### config.mk
export PLATFORM = sky130hd
export DESIGN_NAME = round_seq_ctl
export DESIGN_NICKNAME = d
export VERILOG_FILES = /design/src/rtl/round_seq_ctl_pkg.sv /design/src/rtl/round_seq_ctl_frame_timer.sv /design/src/rtl/round_seq_ctl.sv
export SDC_FILE = /design/constraint.sdc
export NUM_CORES = 1
export LEC_CHECK = 0
export BUFFER_PORTS_ARGS = -buffer_cell sky130_fd_sc_hd__buf_2
export CORE_UTILIZATION = 35
export CTS_BUF_LIST = sky130_fd_sc_hd__clkbuf_4 sky130_fd_sc_hd__clkbuf_8
export DETAILED_ROUTE_END_ITERATION = 8
export PLACE_DENSITY = 0.65
export SETUP_SLACK_MARGIN = 0.02
export SYNTH_ARGS = -nofsm -noshare
export SYNTH_HDL_FRONTEND = slang
export SYNTH_HIERARCHICAL = 1
export SYNTH_SLANG_ARGS = --single-unit
### constraint.sdc
create_clock -name clk -period 2.4 [get_ports clk]
set_input_delay 0.24 -clock clk [delete_from_list [all_inputs] [get_ports clk]]
set_output_delay 0.24 -clock clk [all_outputs]
set_load 0.02 [all_outputs]
### src/rtl/round_seq_ctl_pkg.sv
// Shared types and constants for the duck-hunt round sequencer.
package round_seq_ctl_pkg;
  typedef enum logic [2:0] {
    S_IDLE, S_INTRO, S_LAUNCH, S_FLIGHT, S_REACT, S_ROUND_END, S_GAME_OVER
  } state_t;

  typedef enum logic [1:0] {
    REACT_NONE  = 2'd0,
    REACT_HOLD  = 2'd1,
    REACT_LAUGH = 2'd2
  } react_t;

  localparam logic [1:0] SHOTS_PER_DUCK = 2'd3;
endpackage

### src/rtl/round_seq_ctl_frame_timer.sv
// Counts frame ticks while enabled; done fires on the TERMINAL-th tick.
module frame_timer #(
  parameter int TERMINAL = 300
) (
  input  logic clk,
  input  logic rst,
  input  logic clear,
  input  logic en,
  input  logic tick,
  output logic done
);
  localparam int W = $clog2(TERMINAL + 1);

  logic [W-1:0] cnt;

  // Combinational done so the owning FSM can leave on the terminal tick itself.
  assign done = en && tick && (cnt == W'(TERMINAL - 1));

  always_ff @(posedge clk or posedge rst) begin
    if (rst)             cnt <= '0;
    else if (clear)      cnt <= '0;
    else if (en && tick) cnt <= done ? '0 : cnt + 1'b1;
  end
endmodule

### src/rtl/round_seq_ctl.sv
// Round/duck sequencer: intro, launch, flight, dog reaction, round scoring.
module round_seq_ctl
  import round_seq_ctl_pkg::*;
#(
  parameter int DUCKS_PER_ROUND = 10,
  parameter int MIN_HITS        = 6,
  parameter int FLIGHT_FRAMES   = 300,
  parameter int REACT_FRAMES    = 90
) (
  input  logic       clk,
  input  logic       rst,
  input  logic       game_enable,
  input  logic       frame_tick,
  input  logic       dog_intro_done,
  input  logic       shot_fired,
  input  logic       duck_hit,
  input  logic       duck_escaped,
  output logic       dog_start,
  output logic       duck_launch,
  output logic       fly_away,
  output logic [1:0] react_mode,
  output logic [1:0] shots_left,
  output logic [3:0] duck_index,
  output logic [3:0] hits,
  output logic [7:0] round_num,
  output logic       round_over,
  output logic       game_over
);
  state_t     state, state_n;
  react_t     react_q, react_n;
  logic       dog_start_n, duck_launch_n, fly_away_n, round_over_n, game_over_n;
  logic [1:0] shots_n;
  logic [3:0] idx_n, hits_n;
  logic [7:0] round_n;
  logic       flight_done, react_done;

  frame_timer #(.TERMINAL(FLIGHT_FRAMES)) u_flight_tmr (
    .clk(clk), .rst(rst), .clear(state != S_FLIGHT), .en(state == S_FLIGHT),
    .tick(frame_tick), .done(flight_done)
  );

  frame_timer #(.TERMINAL(REACT_FRAMES)) u_react_tmr (
    .clk(clk), .rst(rst), .clear(state != S_REACT), .en(state == S_REACT),
    .tick(frame_tick), .done(react_done)
  );

  // Outputs are computed alongside next-state and registered with it.
  always_comb begin
    state_n       = state;
    react_n       = react_q;
    shots_n       = shots_left;
    idx_n         = duck_index;
    hits_n        = hits;
    round_n       = round_num;
    dog_start_n   = 1'b0;
    duck_launch_n = 1'b0;
    fly_away_n    = 1'b0;
    round_over_n  = 1'b0;
    if (!game_enable) begin
      state_n = S_IDLE;
      react_n = REACT_NONE;
      shots_n = '0;
      idx_n   = '0;
      hits_n  = '0;
    end else begin
      case (state)
        S_IDLE: begin
          state_n     = S_INTRO;
          dog_start_n = 1'b1;
          round_n     = 8'd1;
          hits_n      = '0;
          idx_n       = '0;
        end
        S_INTRO: if (dog_intro_done) begin
          state_n       = S_LAUNCH;
          duck_launch_n = 1'b1;
          shots_n       = SHOTS_PER_DUCK;
        end
        S_LAUNCH: state_n = S_FLIGHT;
        S_FLIGHT: begin
          if (shot_fired && shots_left != 2'd0) shots_n = shots_left - 2'd1;
          if (duck_hit) begin
            state_n = S_REACT;
            react_n = REACT_HOLD;
            hits_n  = hits + 4'd1;
          end else if (duck_escaped) begin
            state_n = S_REACT;
            react_n = REACT_LAUGH;
          end else if (flight_done) begin
            state_n    = S_REACT;
            react_n    = REACT_LAUGH;
            fly_away_n = 1'b1;
          end
        end
        S_REACT: if (react_done) begin
          react_n = REACT_NONE;
          if (duck_index < 4'(DUCKS_PER_ROUND - 1)) begin
            idx_n         = duck_index + 4'd1;
            state_n       = S_LAUNCH;
            duck_launch_n = 1'b1;
            shots_n       = SHOTS_PER_DUCK;
          end else begin
            state_n = S_ROUND_END;
          end
        end
        S_ROUND_END: begin
          if (hits >= 4'(MIN_HITS)) begin
            round_over_n = 1'b1;
            if (round_num != 8'hFF) round_n = round_num + 8'd1;
            hits_n      = '0;
            idx_n       = '0;
            state_n     = S_INTRO;
            dog_start_n = 1'b1;
          end else begin
            state_n = S_GAME_OVER;
          end
        end
        S_GAME_OVER: state_n = S_GAME_OVER;
        default:     state_n = S_IDLE;
      endcase
    end
    game_over_n = (state_n == S_GAME_OVER);
  end

  always_ff @(posedge clk or posedge rst) begin
    if (rst) begin
      state       <= S_IDLE;
      react_q     <= REACT_NONE;
      shots_left  <= '0;
      duck_index  <= '0;
      hits        <= '0;
      round_num   <= '0;
      dog_start   <= 1'b0;
      duck_launch <= 1'b0;
      fly_away    <= 1'b0;
      round_over  <= 1'b0;
      game_over   <= 1'b0;
    end else begin
      state       <= state_n;
      react_q     <= react_n;
      shots_left  <= shots_n;
      duck_index  <= idx_n;
      hits        <= hits_n;
      round_num   <= round_n;
      dog_start   <= dog_start_n;
      duck_launch <= duck_launch_n;
      fly_away    <= fly_away_n;
      round_over  <= round_over_n;
      game_over   <= game_over_n;
    end
  end

  assign react_mode = react_q;
endmodule
==> results of run 1 <==
metal layers:
metal / routed length (um) / global-route usage / up-vias
met4: 39 / 0.04399 / 0
met3: 243 / 0.03676 / 5
met2: 2938 / 0.2833 / 43
li1: - / - / 1107
met1: 2747 / 0.2257 / 1056
met5: 0 / 0 / -
critical path, cell delays in order, from the launching register on:
cell and delay [ns]:
dfrtp_1 0.39, nand2b_4 0.15, or2_2 0.28, inv_1 0.09
nand2_2 0.09, nor3_4 0.21, buf_4 0.16, a21bo_2 0.25
o211ai_1 0.31, mux2i_1 0.21
registers in the layout, summed over array words and instances (netlist names):
name and flops:
shots_left 2, game_over 1, duck_launch 1, u_flight_tmr/cnt 9, u_react_tmr/cnt 7, react_mode 2, round_num 8, fly_away 1
duck_index 4, round_over 1, dog_start 1, hits 4, state 3
logic make-up after synthesis:
kind of cell / Yosys count
compound gates: 65
xor+xnor: 9
fa+ha+maj: 9
buf+inv: 24
flops: 44
mux: 5
simple gates: 122
what timing repair did:
item,CTS,global route
gates resized for setup,0,9
endpoints found under the setup margin,0,9
hold buffers,1,0
hold endpoints to repair,16,0
buffers inserted,0,1
power breakdown:
part           leakage, uW  total (uW)  switching (uW)  internal (uW)
registers         0.000601         765            9.84            755
clock network    0.0000614         621             280            341
logic             0.000754         199             125           74.7
cells in the mapped netlist, types with 5 or more instances:
cell / n / area (um^2)
nor3_1: 7 / 35.03
or3_1: 6 / 37.54
inv_1: 16 / 60.06
a21oi_1: 16 / 80.08
nand2b_1: 6 / 37.54
o21ai_0: 6 / 30.03
nor2_1: 19 / 71.32
ha_1: 9 / 112.6
a31oi_1: 6 / 37.54
nor2b_1: 5 / 31.28
clkbuf_1: 5 / 18.77
nand2_1: 33 / 123.9
xnor2_1: 7 / 61.31
dfrtp_1: 44 / 1101
nand3_1: 13 / 65.06
per-stage QoR:
stage,cells,hold slack (ns),cell area (um^2)
4_1_cts,419,0.1174,3067
5_1_grt,420,0.1180,3107
3_3_place_gp,410,0.2205,2935
3_5_place_dp,410,0.2249,2935
2_1_floorplan,278,0.04340,2599
6_report,420,0.1207,3107
final cells by class:
type / count / area (um^2)
Clock buffer: 6 / 82.58
Timing Repair Buffer: 46 / 267.8
Tap cell: 96 / 120.1
Inverter: 16 / 60.06
Clock inverter: 2 / 38.79
Multi-Input combinational cell: 210 / 1436
Fill cell: 696 / 3875
Sequential cell: 44 / 1101
cells in the final DEF, fill, tap and decap left out, drive strengths merged, types with 7 or more instances in the layout:
cell type,count
a21oi,16
buf,45
dfrtp,44
ha,9
inv,16
nand2,34
nand3,13
nor2,19
nor3,7
o21ai,9
or3,8
xnor2,7
worst min-delay path by stage:
stage / endpoint / startpoint / cells past startpoint / slack [ns]
CTS: fly_away / duck_escaped / 2 / 0.12
global placement: u_react_tmr/cnt[5] / rst / 2 / 0.22
floorplan: u_react_tmr/cnt[0] / rst / 1 / 0.04
detailed placement: u_react_tmr/cnt[5] / rst / 2 / 0.22
global route: fly_away / duck_escaped / 2 / 0.12
finish: fly_away / duck_escaped / 2 / 0.12
==> flow_summary.yaml, run 1 <==
sta:
  setup_tns_ns: 0
  setup_viol: 0
  final-max-slew-violation-count: 0
  finalCritPeriodShare: 0.9339
  slew_headroom: 0.5336
  fin_crit_ns: 2.241
  skew_ns: 0.01249
  fmax_ghz: 0.4462
  hold_violations: 0
  worstMarginPinSlew_ns: 0.6982
  setup_slack_ns: 0.1586
route:
  antenna_left: 0
  drc: 0
  firstDrtPassIters: 4
  via_per_inst: 5.264
  drt_iter0_markers: 94
  routedWlPerCell_um: 14.21
  drt-total-wl_mm: 5.969
  vias: 2211
floorplanning:
  die_area_um2: 7748
  coreArea_um2: 6982
  die_w_um: 88.02
  die_y_um: 88.02
  ios: 33
  initial_core_util: 0.3710
  placementRows: 30
synth:
  synthAdderAreaFrac: 0.04348
  seq_area_frac_synth: 0.4251
  ys_types: 64
  synth_seq_cells: 44
  synth_edf_count: 0
  synth_top_family_by_area: "simple AND/OR/NAND/NOR gates"
  yosys_warnings: 6
  synth_nets: 295
  synthFlopType: "dfrtp_1"
  synthArstFlopShare: 1.000
  synthMuxAreaShare: 0.01981
  netlist_area_um2: 2590
  synth-xor-area-share: 0.03043
  postSynthAreaPerCell_um2: 9.316
  synth_simple_gate_area_share: 0.2633
  synth_compound_area_frac: 0.1816
  synth_cells: 278
finish:
  drive_gt1_frac: 0.2284
  areaGrowthSynthToFinish_pct: 19.95
  n_antenna_cell: 0
  fin_nets: 340
  fin_util: 0.4450
pwr:
  leakage_uw: 0.001416
  vdd_ir_drop_max_mv: 0.3406
  powerDensity_nw_per_um2: 510.4
  power_uw: 1586
job:
  drv_cap: 0
outcome:
  outcome: "finished, final reports clean"
clock_network:
  clk_path_buf_depth: 2
  clkLatencyLatePin_ns: 0.31
  cts_made_buffers: 5
  cts.clk_slew.worst_paths_ns: 0.10
  cts.sinks: 44
  cts_tree: "done"
  htreeDepth: 2
  root_buffer: "clkbuf_8"
critical_path:
  r2r_cells: 9
  cp-end-kind: "register"
  reg2reg_to: "shots_left[1]"
  worstSetupEndpoint: "shots_left[1]"
  rr_startpoint: "state[0]"
  critPathArrivalTime_ns: 2.47
  crit_required_ns: 2.63
  critPathKind: "register to register"
  start_kind: "register"
  rrSetupSlack_ns: 0.16
  worstSetupStartpoint: "state[0]"
  path_max_fanout: 4
place:
  dp_slack_ns: 0.1291
  dp_hpwl_mm: 4.378
  io_buffers: 32
  routabilityCongestion: 0.8239
grt:
  grt_antenna_before_repair: 0
  track_usage: 0.1704
  grt_pass1_wl_mm: 10.29
  grt_overflow: 0
  grt_start_max_net_pins: 29
  first_global_vias: 2153
min_path:
  hold_class: "input port to register"
(Power assumes the default switching activity.)
==> run 2: changes to the inputs <==
PLACE_DENSITY = 0.63   (was 0.65)
clock period = 2.2 ns   (was 2.4 ns; I/O delays follow)
==> flow_summary.yaml, run 2 (synthesized netlist as in run 1, its figures left out) <==
outcome:
  outcome: "finished, final reports clean"
finish:
  final_cell_mix: "dfrtp_1, nand2_1, buf_2, buf_4, nor2_1"
  top_register: "u_flight_tmr/cnt"
  areaGrowthSynthToFinish_pct: 24.88
  final_common_cell: "dfrtp_1"
  largestRegisters: "u_flight_tmr/cnt x9, round_num x8, u_react_tmr/cnt x7"
  n_antenna_cell: 0
  fin_nets: 354
  largest_reg_flops: 9
  drive_gt1_frac: 0.2722
  layout.cells.non_filler: 434
critical_path:
  crit_required_ns: 2.41
  r2r_cells: 9
  rrSetupSlack_ns: 0.1
  cp_cell_sequence: "nand2b_4 > or2_4 > inv_4 > nand2_4 > nor3_4 > buf_6 > a21bo_4 > o211ai_1 > mux2i_1"
  critPathKind: "register to register"
  path_max_fanout: 4
  critPathArrivalTime_ns: 2.31
  start_kind: "register"
  critPathMaxStageDelay_ns: 0.39
  rr_startpoint: "state[0]"
  cp-end-kind: "register"
  crit_slowest_cell: "dfrtp_1"
  reg2reg_to: "shots_left[0]"
floorplanning:
  initial_core_util: 0.3710
  ios: 33
  placementRows: 30
  die_area_um2: 7748
  die_w_um: 88.02
  die_y_um: 88.02
  coreArea_um2: 6982
min_path:
  holdCritStartpoint: "duck_escaped"
  hold_class: "input port to register"
  whs_path_depth: 2
  hold_end: "fly_away"
place:
  placed_cells: 420
  dp_slack_ns: 0.02219
  dp_hpwl_mm: 4.464
  io_buffers: 32
  routabilityCongestion: 0.7817
sta:
  skew_ns: 0.004221
  worstMarginPinSlew_ns: 0.4193
  finalCritPeriodShare: 0.9554
  slew_headroom: 0.7205
  final-max-slew-violation-count: 0
  fin_crit_ns: 2.102
  setup_tns_ns: 0
  setup_viol: 0
  rsz0062_at_grt: "yes"
  setup_slack_ns: 0.09802
  fmax_ghz: 0.4757
  hold_violations: 0
grt:
  busiest_layer: "met2"
  met1_usage: 0.2304
  grt_start_max_net_pins: 29
  first_global_vias: 2193
  grt_pass1_wl_mm: 10.30
  grt_overflow: 0
  track_usage: 0.1708
  grt_antenna_before_repair: 0
  grt_use_met3: 0.02828
  grtUsageMet2: 0.2861
route:
  vias: 2293
  via_per_inst: 5.283
  drt_iter0_markers: 100
  antenna_left: 0
  drt-total-wl_mm: 6.112
  routedWlPerCell_um: 14.08
  drc: 0
  firstDrtPassIters: 4
clock_network:
  cts_made_buffers: 5
  cts.clk_slew.worst_paths_ns: 0.08
  htreeDepth: 2
  clk_path_buf_depth: 2
  cts.sinks: 44
  root_buffer: "clkbuf_8"
  cts_tree: "done"
  clkLatencyLatePin_ns: 0.29
pwr:
  leakage_uw: 0.001484
  powerDensity_nw_per_um2: 499.6
  vdd_ir_drop_max_mv: 0.3220
job:
  drv_cap: 0
==> run 2: cell count changes in the layout (fill, tap and decap cells not counted), sizes merged <==
cell / before / now
buf: 45 / 59
bufinv: 1 / 0
clkbuf: 6 / 8
clkinv: 1 / 0
==> run 2: what timing repair did <==
action                                 in CTS  in global routing
gates cloned                                0                  0
pin swaps                                   0                  7
setup endpoints to repair                   1                 10
hold buffers                                1                  0
resized for setup                           1                 13
setup buffers                               0                  5
endpoints found under the hold margin      16                  0
==> run 2: where the power goes <==
part	internal (uW)	total [uW]	leakage (uW)	switching (uW)
sequential	824	835	0.000601	11.5
combinational	91.8	233	0.000831	141
clock	281	548	0.0000523	266
total	1200	1620	0.00148	419
==> run 2: stage by stage <==
stage	instance area [um^2]	util	total power (uW)	hold WS (ns)
finish	3234	0.4633	1616	0.1503
global route	3234	0.4633	1702	0.1501
CTS	3129	0.4482	1631	0.1411
detailed placement	3022	0.4328	1074	0.1909
global placement	3022	0.4328	1073	0.1946
floorplan	2610	-	992.9	0.02340
==> run 2: final cells by class <==
type	instances	area, um^2
Tap cell	96	120.1
Timing Repair Buffer	60	376.6
Inverter	16	62.56
Multi-Input combinational cell	210	1476
Sequential cell	44	1101
Fill cell	709	3747
Clock buffer	8	97.59
==> run 2: how the worst max path moves through the flow <==
stage | depth (start not counted) | startpoint | slack, ns | end
global route | 9 | state[0] | -0.02 | shots_left[0]
CTS | 8 | u_flight_tmr/cnt[0] | 0.03 | react_mode[0]
detailed placement | 10 | state[0] | 0.02 | game_over
floorplan | 10 | state[0] | 0.03 | duck_index[0]
finish | 9 | state[0] | 0.1 | shots_left[0]
global placement | 8 | u_flight_tmr/cnt[0] | 0.1 | react_mode[0]
==> run 2: critical path: cells and delay by family, from the launching register on <==
family,cells,cell delay [ns]
buffers and inverters,2,0.20
flip-flops,1,0.39
multiplexers,1,0.26
AND/OR/NAND/NOR,4,0.65
AO/OA/AOI/OAI,2,0.51
==> run 2: per-layer routing <==
layer	share of wire	up-vias	wire length (um)
li1	-	1129	-
met1	0.48	1116	2929
met2	0.48	43	2950
met3	0.031	5	189
met4	0.0069	0	42
met5	0	-	0
